==> config.mk <==
export PLATFORM = sky130hd
export DESIGN_NAME = seg7_scan_driver
export DESIGN_NICKNAME = d
export VERILOG_FILES = /design/src/rtl/seg7_pkg.sv /design/src/rtl/seg7_hex_enc.sv /design/src/rtl/seg7_scan_driver.sv
export SDC_FILE = /design/constraint.sdc
export NUM_CORES = 1
export LEC_CHECK = 0
export CAP_MARGIN = 20
export CORE_MARGIN = 2
export CORE_UTILIZATION = 61
export DETAILED_ROUTE_END_ITERATION = 7
export GPL_ROUTABILITY_DRIVEN = 0
export PLACE_DENSITY = 0.94
export SLEW_MARGIN = 20
export SYNTH_ARGS = -nofsm -noshare
export SYNTH_HDL_FRONTEND = slang
export SYNTH_SLANG_ARGS = --single-unit
==> constraint.sdc <==
create_clock -name clkIN -period 4.4 [get_ports clkIN]
set_input_delay 0.66 -clock clkIN [delete_from_list [all_inputs] [get_ports clkIN]]
set_output_delay 0.66 -clock clkIN [all_outputs]
set_load 0.03 [all_outputs]
==> src/rtl/seg7_pkg.sv <==
// Shared constants for the 7-segment scan driver: the hex glyph table,
// segment bit positions and a width helper.
package seg7_pkg;

    localparam int SEG_A = 6;
    localparam int SEG_B = 5;
    localparam int SEG_C = 4;
    localparam int SEG_D = 3;
    localparam int SEG_E = 2;
    localparam int SEG_F = 1;
    localparam int SEG_G = 0;

    localparam logic [6:0] SEG_BLANK = 7'b000_0000;

    // Packed MSB-first: the first row is glyph F, the last row is glyph 0.
    localparam logic [15:0][6:0] SEG_TABLE = {
        7'b1000111, 7'b1001111, 7'b0111101, 7'b0001101,
        7'b0011111, 7'b1110111, 7'b1111011, 7'b1111111,
        7'b1110000, 7'b1011111, 7'b1011011, 7'b0110011,
        7'b1111001, 7'b1101101, 7'b0110000, 7'b1111110
    };

    // Counter width able to hold 0..n-1, never narrower than one bit.
    function automatic int clog2(input int n);
        int w;
        w = 1;
        while ((1 << w) < n) w++;
        return w;
    endfunction

endpackage

==> src/rtl/seg7_hex_enc.sv <==
// Combinational hex nibble to 7-segment glyph encoder (segment a on bit 6).
import seg7_pkg::*;

module seg7_hex_enc (
    input  logic [3:0] i_nib,
    output logic [6:0] o_seg
);

    assign o_seg = SEG_TABLE[i_nib];

endmodule

==> src/rtl/seg7_scan_driver.sv <==
// Time-multiplexed hex display driver: one digit per refresh slot, with
// frame-synchronous loading, leading-zero blanking and pin polarity control.
import seg7_pkg::*;

module seg7_scan_driver #(
    parameter int DIGITS         = 4,
    parameter int SCAN_DIV       = 50000,
    parameter bit SEG_ACTIVE_LOW = 1'b0,
    parameter bit DIG_ACTIVE_LOW = 1'b0,
    parameter bit LZ_BLANK       = 1'b1,
    parameter bit FRAME_SYNC     = 1'b1
) (
    input  logic                  clkIN,
    input  logic                  rstIN_n,
    input  logic [4*DIGITS-1:0]   dataIN,
    input  logic                  validIN,
    input  logic [DIGITS-1:0]     dpIN,
    input  logic                  blankIN,
    output logic [6:0]            segOUT,
    output logic                  dpOUT,
    output logic [DIGITS-1:0]     digOUT,
    output logic                  frameOUT
);

    localparam int IDX_W = clog2(DIGITS);
    localparam int PRE_W = clog2(SCAN_DIV);

    localparam logic [6:0]        SEG_OFF = {7{SEG_ACTIVE_LOW}};
    localparam logic              DP_OFF  = SEG_ACTIVE_LOW;
    localparam logic [DIGITS-1:0] DIG_OFF = {DIGITS{DIG_ACTIVE_LOW}};

    logic [PRE_W-1:0]    r_presc;
    logic [IDX_W-1:0]    r_idx;
    logic                w_tc;
    logic                w_wrap;

    logic [4*DIGITS-1:0] r_disp_data;
    logic [DIGITS-1:0]   r_disp_dp;
    logic [4*DIGITS-1:0] r_pend_data;
    logic [DIGITS-1:0]   r_pend_dp;
    logic                r_pend_valid;

    logic                w_lead;
    logic [DIGITS-1:0]   w_lz_blank;
    logic [3:0]          w_nib;
    logic                w_dp_sel;
    logic                w_blank_sel;
    logic [DIGITS-1:0]   w_dig_sel;
    logic                w_off;
    logic [6:0]          w_seg_raw;
    logic [6:0]          w_seg;
    logic                w_dp;
    logic [DIGITS-1:0]   w_dig;

    logic [6:0]          r_seg;
    logic                r_dp;
    logic [DIGITS-1:0]   r_dig;
    logic                r_frame;

    assign w_tc   = (r_presc == PRE_W'(SCAN_DIV - 1));
    assign w_wrap = w_tc && (r_idx == IDX_W'(DIGITS - 1));

    // NOTE: sequential state uses non-blocking assignments so every register
    // samples the pre-edge values of the others, independent of block order.
    always_ff @(posedge clkIN or negedge rstIN_n) begin
        if (!rstIN_n) begin
            r_presc <= '0;
            r_idx   <= '0;
        end else if (w_tc) begin
            r_presc <= '0;
            r_idx   <= (r_idx == IDX_W'(DIGITS - 1)) ? '0 : r_idx + IDX_W'(1);
        end else begin
            r_presc <= r_presc + PRE_W'(1);
        end
    end

    // A strobe landing on the wrap edge bypasses the pending stage entirely.
    always_ff @(posedge clkIN or negedge rstIN_n) begin
        if (!rstIN_n) begin
            r_disp_data  <= '0;
            r_disp_dp    <= '0;
            r_pend_data  <= '0;
            r_pend_dp    <= '0;
            r_pend_valid <= 1'b0;
        end else if (FRAME_SYNC) begin
            if (validIN && w_wrap) begin
                r_disp_data  <= dataIN;
                r_disp_dp    <= dpIN;
                r_pend_valid <= 1'b0;
            end else if (w_wrap && r_pend_valid) begin
                r_disp_data  <= r_pend_data;
                r_disp_dp    <= r_pend_dp;
                r_pend_valid <= 1'b0;
            end else if (validIN) begin
                r_pend_data  <= dataIN;
                r_pend_dp    <= dpIN;
                r_pend_valid <= 1'b1;
            end
        end else if (validIN) begin
            r_disp_data <= dataIN;
            r_disp_dp   <= dpIN;
        end
    end

    // NOTE: every combinational output gets a default before the loop so no
    // path leaves it unassigned and no latch is inferred.
    always_comb begin
        w_lz_blank = '0;
        w_lead     = 1'b1;
        for (int i = DIGITS - 1; i >= 0; i--) begin
            w_lead = w_lead && (r_disp_data[4*i +: 4] == 4'h0) && !r_disp_dp[i];
            if (LZ_BLANK && (i > 0)) w_lz_blank[i] = w_lead;
        end
    end

    always_comb begin
        w_nib       = 4'h0;
        w_dp_sel    = 1'b0;
        w_blank_sel = 1'b0;
        w_dig_sel   = '0;
        for (int i = 0; i < DIGITS; i++) begin
            if (r_idx == IDX_W'(i)) begin
                w_nib        = r_disp_data[4*i +: 4];
                w_dp_sel     = r_disp_dp[i];
                w_blank_sel  = w_lz_blank[i];
                w_dig_sel[i] = 1'b1;
            end
        end
    end

    seg7_hex_enc u_enc (
        .i_nib (w_nib),
        .o_seg (w_seg_raw)
    );

    assign w_off = blankIN || w_blank_sel;
    assign w_seg = w_off ? SEG_BLANK : w_seg_raw;
    assign w_dp  = !w_off && w_dp_sel;
    assign w_dig = w_off ? '0 : w_dig_sel;

    // Polarity is folded in here only; XOR with the off-level flips active-low pins.
    always_ff @(posedge clkIN or negedge rstIN_n) begin
        if (!rstIN_n) begin
            r_seg   <= SEG_OFF;
            r_dp    <= DP_OFF;
            r_dig   <= DIG_OFF;
            r_frame <= 1'b0;
        end else begin
            r_seg   <= w_seg ^ SEG_OFF;
            r_dp    <= w_dp ^ DP_OFF;
            r_dig   <= w_dig ^ DIG_OFF;
            r_frame <= w_wrap;
        end
    end

    assign segOUT   = r_seg;
    assign dpOUT    = r_dp;
    assign digOUT   = r_dig;
    assign frameOUT = r_frame;

endmodule

; ---- Yosys cells after proc, flatten, opt, wreduce, memory -nomap -nowiden
; Memories as Yosys holds them, arrays and structs flattened.
; Index checks and enable logic that the tools add are counted.
[word_totals]
regBits = 72
latchBits = 0
ram_bits = 0
rom_bits = 112
out_inout_bits = 13
elab_cells = 69
memories = 1
[memory_table]
columns = memory, depth, width, read_ports, rd_ports_with_merged_regs, wr, line
row1 = (name not given), 16, 7, 1, 0, 0, seg7_hex_enc.sv:9  ; assign o_seg = SEG_TABLE[i_nib];
[classes]
n_addsub = 2
mul = 0
div_mod_pow = 0
n_lt_le_gt_ge = 1
n_eq_ne = 4
n_shift = 0
mux = 27
bitwise_logic = 2
reduce_logical = 21
[op_table]
columns = operator, n
row1 = $mux W16, 3
row2 = $mux W4, 7
row3 = $add A16 B1 Y16 const B, 1
row4 = $eq A16 B16 Y1 const B, 1
row5 = $mux W1, 14
row6 = $mux W7, 2
row7 = $logic_not A4 Y1, 3
row8 = $logic_and A1 B1 Y1, 9
row9 = $lt A4 B5 Y1 const B, 1
row10 = $eq A2 B2 Y1 const B, 2
row11 = $logic_not A1 Y1, 4
row12 = $reduce_and A3 Y1, 1
row13 = $reduce_bool A3 Y1, 1
row14 = $add A2 B1 Y2 const B, 1
row15 = $eq A2 B1 Y1 const B, 1
row16 = $logic_not A2 Y1, 1
row17 = $mux W2, 1
row18 = $not A1 Y1, 2
row19 = $reduce_bool A2 Y1, 1
row20 = $logic_or A1 B1 Y1, 1

; ---- Depth between registers and ports, before layout
; Gate-level depths: netlist (run 1).
[logic_depth]
depth_word = 12
ltp_mapped = 11
ltp_nobuf = 10

; ---- Cells and area by module
; From an unflattened synthesis (run 1), not the netlist that was laid out.
[unflattened]
hier_cells = 329
hier_area_um2 = 3656.0
[by_module_without_submodules]
columns = mod, n_inst, cells_each, area_each_um2
row1 = seg7_scan_driver, 1, 297, 3387.0
row2 = seg7_hex_enc, 1, 32, 269.0

; ---- Worst setup path after synthesis (run 1)
; No wires, ideal clock.
[synth_timing]
path_kind = reg-to-reg
startpoint = register r_idx[0]
endpoint = register r_seg[5] (netlist: segOUT[5])
setup_time_ns = 0.105
arrival_time_ns = 2.261
setup_slack_ns = 2.034
stages_incl_launch_ff = 10
period_less_slack_ns = 2.366
cell_sequence = dfrtp_1 > inv_1 > ha_1 > buf_2 > nor3b_1 > a211oi_1 > inv_1 > ha_1 > and3b_1 > nor4b_1
[synth_between]
elab_chain_cells = 8
[synth_rtl]
columns = item, line
row1 = from (decl), seg7_scan_driver.sv:33  ; logic [IDX_W-1:0] r_idx;
row2 = from (signal assigned), seg7_scan_driver.sv:71  ; r_idx <= (r_idx == IDX_W'(DIGITS - 1)) ? '0 : r_idx + IDX_W'(1);
row3 = $logic_not A2 Y1, seg7_scan_driver.sv:122  ; if (r_idx == IDX_W'(i)) begin
row4 = $mux W4 (4 in series), seg7_scan_driver.sv:122
row5 = $mem_v2 Z16 W7, n/a
row6 = $mux W7 (not written as such), seg7_hex_enc.sv:9
row7 = $mux W7 (*), seg7_scan_driver.sv:137  ; assign w_seg = w_off ? SEG_BLANK : w_seg_raw;
row8 = net w_seg[5], seg7_scan_driver.sv:51  ; logic [6:0] w_seg;
row9 = to (signal assigned), seg7_scan_driver.sv:149  ; r_seg <= w_seg ^ SEG_OFF;
row10 = to (decl), seg7_scan_driver.sv:55  ; logic [6:0] r_seg;
; The timed path passes the listed nets; every way through them passes the cells marked *. The select of a mux whose other input is x is not followed.
; A chain may end at the register's enable or synchronous reset.

; ---- Worst setup path in the final report (run 1)
; Ends and elaborated chain as after synthesis.

==> results.py, run 1 <==
metrics = {
    "finish": {
        "final_util": 0.719,
        "layout_commonest_cell": "dfrtp_1",
        "seqCellArea_um2": 1800,
        "drive_above_1_share": 0.248,
        "diodes": 0,
        "area_growth_pct": 15.5,
        "final_area_um2": 4180,
        "final_cell_mix": "72 x dfrtp_1, 40 x mux2_2, 35 x clkdlybuf4s50_1",
        "nets": 363,
        "fillers": 429,
        "multiInputGateArea_um2": 1710,
    },
    "worst_setup_path": {
        "start_kind": "register",
        "worstSetupEndpointType": "register",
        "critPathArrivalTime_ns": 3.25,
        "crit_type": "register to register",
        "crit_required_ns": 4.63,
        "worst-path-max-fanout": 19,
    },
    "drt": {
        "totalWireLength_mm": 6.85,
        "drc": 0,
        "detail-route-antenna-nets": 0,
        "drt_iter0_markers": 175,
        "dr_total_vias": 2323,
        "first_pass_iters": 4,
        "wl_per_cell_um": 16.9,
        "via_per_inst": 5.72,
    },
    "global_routing": {
        "grt_pass1_vias": 2477,
        "grt_pass1_wl_mm": 11.7,
        "grt_max_degree": 41,
        "overflow": 0,
        "grt_usage": 0.239,
        "antenna_found_initial": 0,
    },
    "synth": {
        "muxShareOfSynthArea": 0.213,
        "yosysUniqueCellTypes": 47,
        "ys_warn_count": 0,
        "synth.net_count": 328,
        "synth_adder_area_share": 0.0380,
        "synthesis.area_um2": 3620,
        "synth_top_family_by_area": "multiplexers",
        "postSynthCellCount": 293,
        "synth_compound_area_frac": 0.0636,
        "syn_area_per_cell_um2": 12.4,
        "seq_area_frac_synth": 0.498,
        "synthTopCellsByArea": "dfrtp_1 50%, mux2_2 12%, mux2_4 7.5%, ha_1 3.8%, nor2_1 2.0%",
        "synth_seq_cells": 72,
        "yosysTopAreaCell": "dfrtp_1",
        "async_flop_share": 1.00,
        "synth_edf_count": 0,
        "synth-simple-area-share": 0.127,
        "synthFlopType": "dfrtp_1",
        "synth_top_area_frac": 0.498,
        "synthXorXnorAreaFrac": 0.0290,
    },
    "sta": {
        "setup_viol": 0,
        "hold_viol_final": 0,
        "setup_tns_ns": 0,
        "maxSlewHeadroom": 0.384,
        "max_freq_ghz": 0.331,
        "rsz0062_at_grt": "false",
        "skew_ns": 0.00751,
        "fin_ws_ns": 1.38,
        "worst_pin_slew_ns": 0.922,
        "slew_viol_final": 0,
        "min_period_ns": 3.02,
        "period_share": 0.687,
    },
    "power_and_ir_drop": {
        "power.total_mw": 1.26,
        "power_frac_clock": 0.369,
        "ir_drop_v": 0.000239,
        "p_int_mw": 0.988,
        "swShare": 0.218,
        "p_leak_nw": 1.91,
        "powerDensity_nw_per_um2": 302,
        "pwr-share-comb": 0.083,
        "pwr-share-seq": 0.548,
        "switchingPower_mw": 0.275,
    },
    "floorplanning": {
        "design.die.area_um2": 6570,
        "die_x_um": 81.0,
        "num_io_pins": 37,
        "placementRows": 28,
        "initial_utilization": 0.623,
        "dieHeight_um": 81.0,
        "core_um2": 5820,
    },
    "clock_tree": {
        "clock_latency_ns": 0.34,
        "post_cts_buffers": 0,
        "cts_tree": "done",
        "cts_sinks": 72,
        "cts_root_buf": "clkbuf_8",
        "cts_hold_buf": 0,
        "clock_path_buffers": 2,
        "ctsResizeCount": 0,
        "cts_made_buffers": 9,
        "clkSlewWorstSetupHoldPaths_ns": 0.07,
        "cts_htree_levels": 3,
    },
    "placed_design": {
        "place_ws_ns": 1.49,
        "numPortBuffers": 36,
        "place_area_um2": 4000,
        "hpwl_mm": 4.70,
    },
    "hold_path": {
        "min_path_type": "input port to async pin",
    },
    "status": {
        "status": "completed",
    },
    "flow_run": {
        "drv_cap": 0,
    },
}
critical path: stages, from the launching register on:
cell	delay [ns]
dfrtp_1	0.42
ha_1	0.59
a211oi_1	0.13
a211oi_1	0.71
inv_1	0.21
ha_1	0.35
and3b_1	0.18
nor4b_1	0.32
power by group through the flow:
| stage | clock network, mW | registers, mW | logic [mW] |
|---|---|---|---|
| global route | 0.511 | 0.694 | 0.115 |
| global placement | 0 | 0.703 | 0.103 |
| detailed placement | 0 | 0.705 | 0.106 |
| CTS | 0.473 | 0.693 | 0.107 |
| floorplan | 0 | 0.709 | 0.0499 |
| finish | 0.466 | 0.692 | 0.105 |
state kept, by name, indices dropped and copies added (netlist names):
name,flops
r_disp_dp,4
r_pend_data,16
r_pend_valid,1
segOUT,7
digOUT,4
frameOUT,1
r_disp_data,16
r_pend_dp,4
dpOUT,1
r_presc,16
r_idx,2
layout make-up:
cell class,instances,share of cell area
inverter,9,0.00808
multi-input combinational,198,0.409
sequential,72,0.431
timing repair buffer,38,0.0886
clock buffer,14,0.0413
tap,75,0.0224
final timing paths:
| path | from | endpoint | slack [ns] | cells after the start |
|---|---|---|---|---|
| max | r_idx[0] | segOUT[5] | 1.38 | 7 |
| min | rstIN_n | r_presc[7] | 0.36 | 1 |
| max reg2reg | r_idx[0] | segOUT[5] | 1.38 | 7 |
| min reg2reg | r_presc[0] | r_presc[0] | 0.47 | 1 |
| max in group asynchronous | rstIN_n | r_pend_data[9] | 3.06 | 2 |
| min in group clkIN | r_presc[0] | r_presc[0] | 0.47 | 1 |
cells by family (layout without fill, tap and decap cells):
logic type | after synthesis | after routing
and+or+nand+nor | 80 | 80
muxes | 63 | 63
DFF | 72 | 72
adders and majority gates | 11 | 11
AOI/OAI and AO/OA | 32 | 32
buffers and inverters | 23 | 61
xor gates and xnor gates | 12 | 12
synth_stat cells, drive strengths merged, types with 2 or more instances:
cell type and number:
nor2 19, mux2i 5, nor3b 3, nand2 12, a211oi 6, or3 2, xnor2 5, xor2 7
and3 5, inv 9, dfrtp 72, nand3b 6, or4 2, ha 11, nor4b 2, o211ai 2
nand4 3, o21ai 6, buf 10, nor3 5, clkbuf 4, and2 8, nor2b 4, nand3 7
mux2 58, a21oi 7, o211a 3
layer usage:
metal  wire length (µm)  up-vias  GRT usage
met5                  0        -          0
met4                122        0     0.0949
met2               3640       59      0.402
li1                   -     1100          -
met1               2790     1150      0.288
met3                301       14     0.0700
stage by stage:
| stage | instances | hold WS (ns) |
|---|---|---|
| floorplan | 293 | 0.364 |
| global placement | 392 | 0.433 |
| detailed placement | 392 | 0.466 |
| CTS | 406 | 0.373 |
| global route | 406 | 0.413 |
| finish | 406 | 0.364 |
(Power assumes the default switching activity.)
==> run 2, diff against run 1 <==
- CORE_UTILIZATION: 61 -> 57
- PLACE_DENSITY: 0.94 -> 0.89
- clock period: 4.4 -> 3.1 ns (I/O delays scaled with it)
==> run 2 against run 1 <==
Net effect:
- sequential share of layout area fell by 0.97 points
- count of clock-buffer cells in the layout fell by 5
- critical endpoint unchanged
- critical path depth rose by 1
- clock skew rose by 0.0062 ns
- non-clock buffer count rose by 8
- via count rose by 1.4%
- global-route usage fell by 2.3 points
- core utilization fell by 3.4 points
- first-iteration DRC count fell by 34%
- final cell count rose by 2.7%
==> results.py, run 2 (synthesized netlist as in run 1, its figures left out) <==
metrics = {
    "global_routing": {
        "overflow": 0,
        "grt_pass1_wl_mm": 11.9,
        "grt_usage": 0.216,
        "grt_max_degree": 46,
        "grt_pass1_vias": 2477,
        "antenna_found_initial": 0,
    },
    "drt": {
        "drc": 0,
        "detail-route-antenna-nets": 0,
        "first_pass_iters": 4,
        "wl_per_cell_um": 16.2,
        "totalWireLength_mm": 6.77,
        "drt_iter0_markers": 116,
        "via_per_inst": 5.65,
        "dr_total_vias": 2355,
    },
    "clock_tree": {
        "cts_sinks": 72,
        "ctsResizeCount": 0,
        "cts_htree_levels": 3,
        "clkSlewWorstSetupHoldPaths_ns": 0.08,
        "clock_latency_ns": 0.36,
        "clock_path_buffers": 2,
        "cts_tree": "done",
        "cts_root_buf": "clkbuf_8",
        "post_cts_buffers": 0,
        "cts_made_buffers": 9,
    },
    "sta": {
        "maxSlewHeadroom": 0.604,
        "skew_ns": 0.0137,
        "setup_viol": 0,
        "min_period_ns": 2.56,
        "fin_ws_ns": 0.541,
        "setup_tns_ns": 0,
        "hold_viol_final": 0,
        "slew_viol_final": 0,
        "worst_pin_slew_ns": 0.594,
        "hold_ws_ns": 0.444,
        "period_share": 0.826,
        "max_freq_ghz": 0.391,
        "rsz0062_at_grt": "false",
    },
    "worst_setup_path": {
        "crit_required_ns": 3.33,
        "cp_common_cell": "ha_1",
        "critical_path.cell_chain": "inv_1, ha_1, a21oi_1, o21ai_0, a22oi_1, ha_1, and3b_1, nor4b_1",
        "critPathArrivalTime_ns": 2.79,
        "path_depth": 8,
        "crit_family": "compound AO/OA/AOI/OAI gates",
        "r2r_cells": 8,
        "cp-startpoint": "r_idx[0]",
        "slowest_delay_ns": 0.48,
        "worstSetupEndpointType": "register",
        "start_kind": "register",
        "slowest_stage": "a22oi_1",
        "worst-path-max-fanout": 12,
        "r2r_setup_slack_ns": 0.54,
        "crit_type": "register to register",
        "crit-reg2reg-capture": "segOUT[5]",
        "reg2reg_from": "r_idx[0]",
        "path_buf_inv": 1,
        "cp-endpoint": "segOUT[5]",
    },
    "flow_run": {
        "drv_cap": 0,
    },
    "power_and_ir_drop": {
        "power.total_mw": 1.93,
        "p_leak_nw": 1.96,
        "ir_drop_v": 0.000412,
        "powerDensity_nw_per_um2": 451,
    },
    "finish": {
        "reg_top3": "r_disp_data (16), r_pend_data (16), r_presc (16)",
        "final_area_um2": 4280,
        "final-instance-count-excl-fill": 417,
        "drive_above_1_share": 0.268,
        "layout_commonest_cell": "dfrtp_1",
        "diodes": 0,
        "final_util": 0.685,
        "final_cell_mix": "72 x dfrtp_1, 40 x mux2_2, 35 x clkdlybuf4s50_1",
        "area_growth_pct": 18.1,
        "fillers": 439,
        "nets": 371,
    },
    "placed_design": {
        "place_ws_ns": 0.602,
        "post-place-cells": 401,
        "hpwl_mm": 4.60,
        "numPortBuffers": 36,
        "place_area_um2": 4060,
    },
    "floorplanning": {
        "initial_utilization": 0.580,
        "die_x_um": 83.7,
        "num_io_pins": 37,
        "core_um2": 6240,
        "dieHeight_um": 83.7,
        "placementRows": 29,
        "design.die.area_um2": 7010,
    },
    "hold_path": {
        "min_path_type": "input port to async pin",
    },
    "status": {
        "status": "completed",
    },
}
==> run 2: cell types whose count changed in the layout (fill, tap and decap cells not counted), moves of 2 or more <==
cell	delta
buf_4	+7
clkbuf_8	-3
bufinv_16	+2
clkbuf_1	-2
clkinv_2	+2
clkinvlp_4	+2
==> run 2: how the worst min path moves through the flow <==
stage | cells after the start | slack (ns) | to
2_1_floorplan | 0 | 0.17 | digOUT[0]
3_3_place_gp | 1 | 0.27 | r_presc[12]
3_5_place_dp | 1 | 0.28 | r_presc[12]
4_1_cts | 2 | 0.44 | r_presc[7]
5_1_grt | 2 | 0.45 | r_presc[7]
6_report | 2 | 0.44 | r_presc[12]
==> run 2: layout make-up <==
| type | instances | area [µm²] | area share |
|---|---|---|---|
| Clock inverter | 6 | 85.1 | 0.0199 |
| Tap cell | 77 | 96.3 | 0.0225 |
| Timing Repair Buffer | 46 | 433 | 0.101 |
| Clock buffer | 9 | 124 | 0.0290 |
| Inverter | 9 | 33.8 | 0.00790 |
| Sequential cell | 72 | 1800 | 0.421 |
| Multi-Input combinational cell | 198 | 1700 | 0.398 |
==> run 2: repair_timing <==
item / 4_1_cts / 5_1_grt
endpoints found under the hold margin: 3 / 0
hold buffers: 1 / 0
setup endpoints to repair: 0 / 0
==> run 2: routing by layer <==
layer	wire, µm	track usage	vias up
li1	-	-	1120
met1	3000	0.274	1169
met2	3350	0.341	47
met3	218	0.0445	19
met4	204	0.130	0
met5	0	0	-
==> run 2: where the power goes <==
part / switching, mW / internal [mW] / total (mW)
Clock: 0.349 / 0.445 / 0.794
Sequential: 0.0128 / 0.969 / 0.982
Combinational: 0.0648 / 0.0866 / 0.151
Total: 0.427 / 1.50 / 1.93
==> run 3, diff against run 2 <==
- clock period: 3.1 -> 2.6 ns (I/O delays scaled with it)
==> run 3 against run 2 <==
Net effect:
- wire length grew 0.12%
- clock power grew 40%
- first-iteration DRC count shrank 5.2%
- critical endpoint unchanged
- highest routed layer unchanged
==> results.py, run 3 (synthesized netlist as in run 1, its figures left out) <==
metrics = {
    "power_and_ir_drop": {
        "p_leak_nw": 1.98,
        "power_frac_clock": 0.449,
        "p_int_mw": 1.93,
        "ir_drop_v": 0.000456,
        "powerDensity_nw_per_um2": 566,
        "pwr-share-seq": 0.476,
        "pwr-share-comb": 0.075,
        "swShare": 0.217,
        "switchingPower_mw": 0.534,
        "power.total_mw": 2.46,
    },
    "worst_setup_path": {
        "cp-startpoint": "r_idx[1]",
        "crit-reg2reg-capture": "segOUT[5]",
        "worstSetupEndpointType": "register",
        "crit_required_ns": 2.84,
        "slowest_delay_ns": 0.41,
        "start_kind": "register",
        "r2r_setup_slack_ns": 0.28,
        "reg2reg_from": "r_idx[1]",
        "crit_type": "register to register",
        "slowest_stage": "dfrtp_1",
        "path_buf_inv": 2,
        "critPathArrivalTime_ns": 2.56,
        "crit_family": "adder cells",
        "critical_path.cell_chain": "inv_1, ha_2, a211oi_1, a211oi_1, inv_1, ha_1, and3b_1, nor4b_1",
        "worst-path-max-fanout": 12,
        "r2r_cells": 8,
    },
    "sta": {
        "period_share": 0.892,
        "hold_viol_final": 0,
        "min_period_ns": 2.32,
        "skew_ns": 0.0108,
        "maxSlewHeadroom": 0.588,
        "setup_viol": 0,
        "worst_pin_slew_ns": 0.618,
        "setup_tns_ns": 0,
        "slew_viol_final": 0,
        "rsz0062_at_grt": "false",
        "max_freq_ghz": 0.431,
        "hold_ws_ns": 0.0406,
    },
    "floorplanning": {
        "design.die.area_um2": 7010,
        "placementRows": 29,
        "initial_utilization": 0.580,
        "num_io_pins": 37,
        "core_um2": 6240,
        "dieHeight_um": 83.7,
        "die_x_um": 83.7,
    },
    "drt": {
        "dr_total_vias": 2325,
        "detail-route-antenna-nets": 0,
        "drc": 0,
        "totalWireLength_mm": 6.78,
        "wl_per_cell_um": 16.2,
        "first_pass_iters": 5,
        "drt_iter0_markers": 110,
        "via_per_inst": 5.56,
    },
    "global_routing": {
        "grt_max_degree": 47,
        "grt_pass1_vias": 2360,
        "overflow": 0,
        "grt_pass1_wl_mm": 11.5,
        "grt_usage": 0.215,
        "antenna_found_initial": 0,
    },
    "finish": {
        "layout_commonest_cell": "dfrtp_1",
        "diodes": 0,
        "fillers": 442,
        "area_growth_pct": 20.2,
        "final_cell_mix": "72 x dfrtp_1, 40 x mux2_2, 35 x clkdlybuf4s50_1",
        "final_area_um2": 4350,
        "drive_above_1_share": 0.282,
        "reg_top3": "r_disp_data (16), r_pend_data (16), r_presc (16)",
        "final_util": 0.697,
        "nets": 371,
    },
    "clock_tree": {
        "clock_path_buffers": 2,
        "clock_latency_ns": 0.36,
        "cts_htree_levels": 3,
        "post_cts_buffers": 0,
        "cts_tree": "done",
        "cts_hold_buf": 0,
        "cts_made_buffers": 9,
        "cts_root_buf": "clkbuf_8",
        "clkSlewWorstSetupHoldPaths_ns": 0.08,
        "cts_sinks": 72,
    },
    "hold_path": {
        "min_path_type": "input port to async pin",
    },
    "placed_design": {
        "place_area_um2": 4090,
        "numPortBuffers": 36,
        "hpwl_mm": 4.68,
    },
    "status": {
        "status": "completed",
    },
    "flow_run": {
        "drv_cap": 0,
    },
}
==> run 3: layout make-up <==
class | count | area, µm² | area share
Clock buffer | 10 | 138 | 0.0316
Multi-Input combinational cell | 198 | 1710 | 0.393
Sequential cell | 72 | 1800 | 0.414
Timing Repair Buffer | 46 | 455 | 0.105
Inverter | 9 | 33.8 | 0.00776
Clock inverter | 6 | 115 | 0.0265
Tap cell | 77 | 96.3 | 0.0221
==> run 3: what timing repair did <==
item,4_1_cts,5_1_grt
resized for setup,0,3
setup endpoints to repair,0,1
endpoints found under the hold margin,0,0
==> run 3: per-layer routing <==
layer	vias up	global-route usage	share of wire
li1	1129	-	-
met1	1115	0.280	0.45
met2	62	0.340	0.49
met3	19	0.0445	0.041
met4	0	0.111	0.021
met5	-	0	0
==> run 3: worst max-delay path by stage <==
stage                     end  depth (start not counted)
detailed placement  segOUT[5]                          7
CTS                 segOUT[5]                          7
global placement    segOUT[5]                          7
floorplan           segOUT[5]                          9
global route        segOUT[5]                          8
finish              segOUT[5]                          8
==> run 3: power groups by stage <==
stage / Clock, mW / Combinational [mW] / Sequential, mW
final: 1.11 / 0.186 / 1.17
after detailed placement: 0 / 0.187 / 1.19
after global routing: 1.17 / 0.202 / 1.18
after global placement: 0 / 0.182 / 1.19
after floorplan: 0 / 0.0844 / 1.20
after CTS: 1.12 / 0.190 / 1.17
==> run 3: stage by stage <==
step	std cells	worst slack [ns]
floorplan	293	0.234
detailed placement	402	0.187
global placement	402	0.341
global route	418	0.00873
finish	418	0.280
CTS	418	0.164
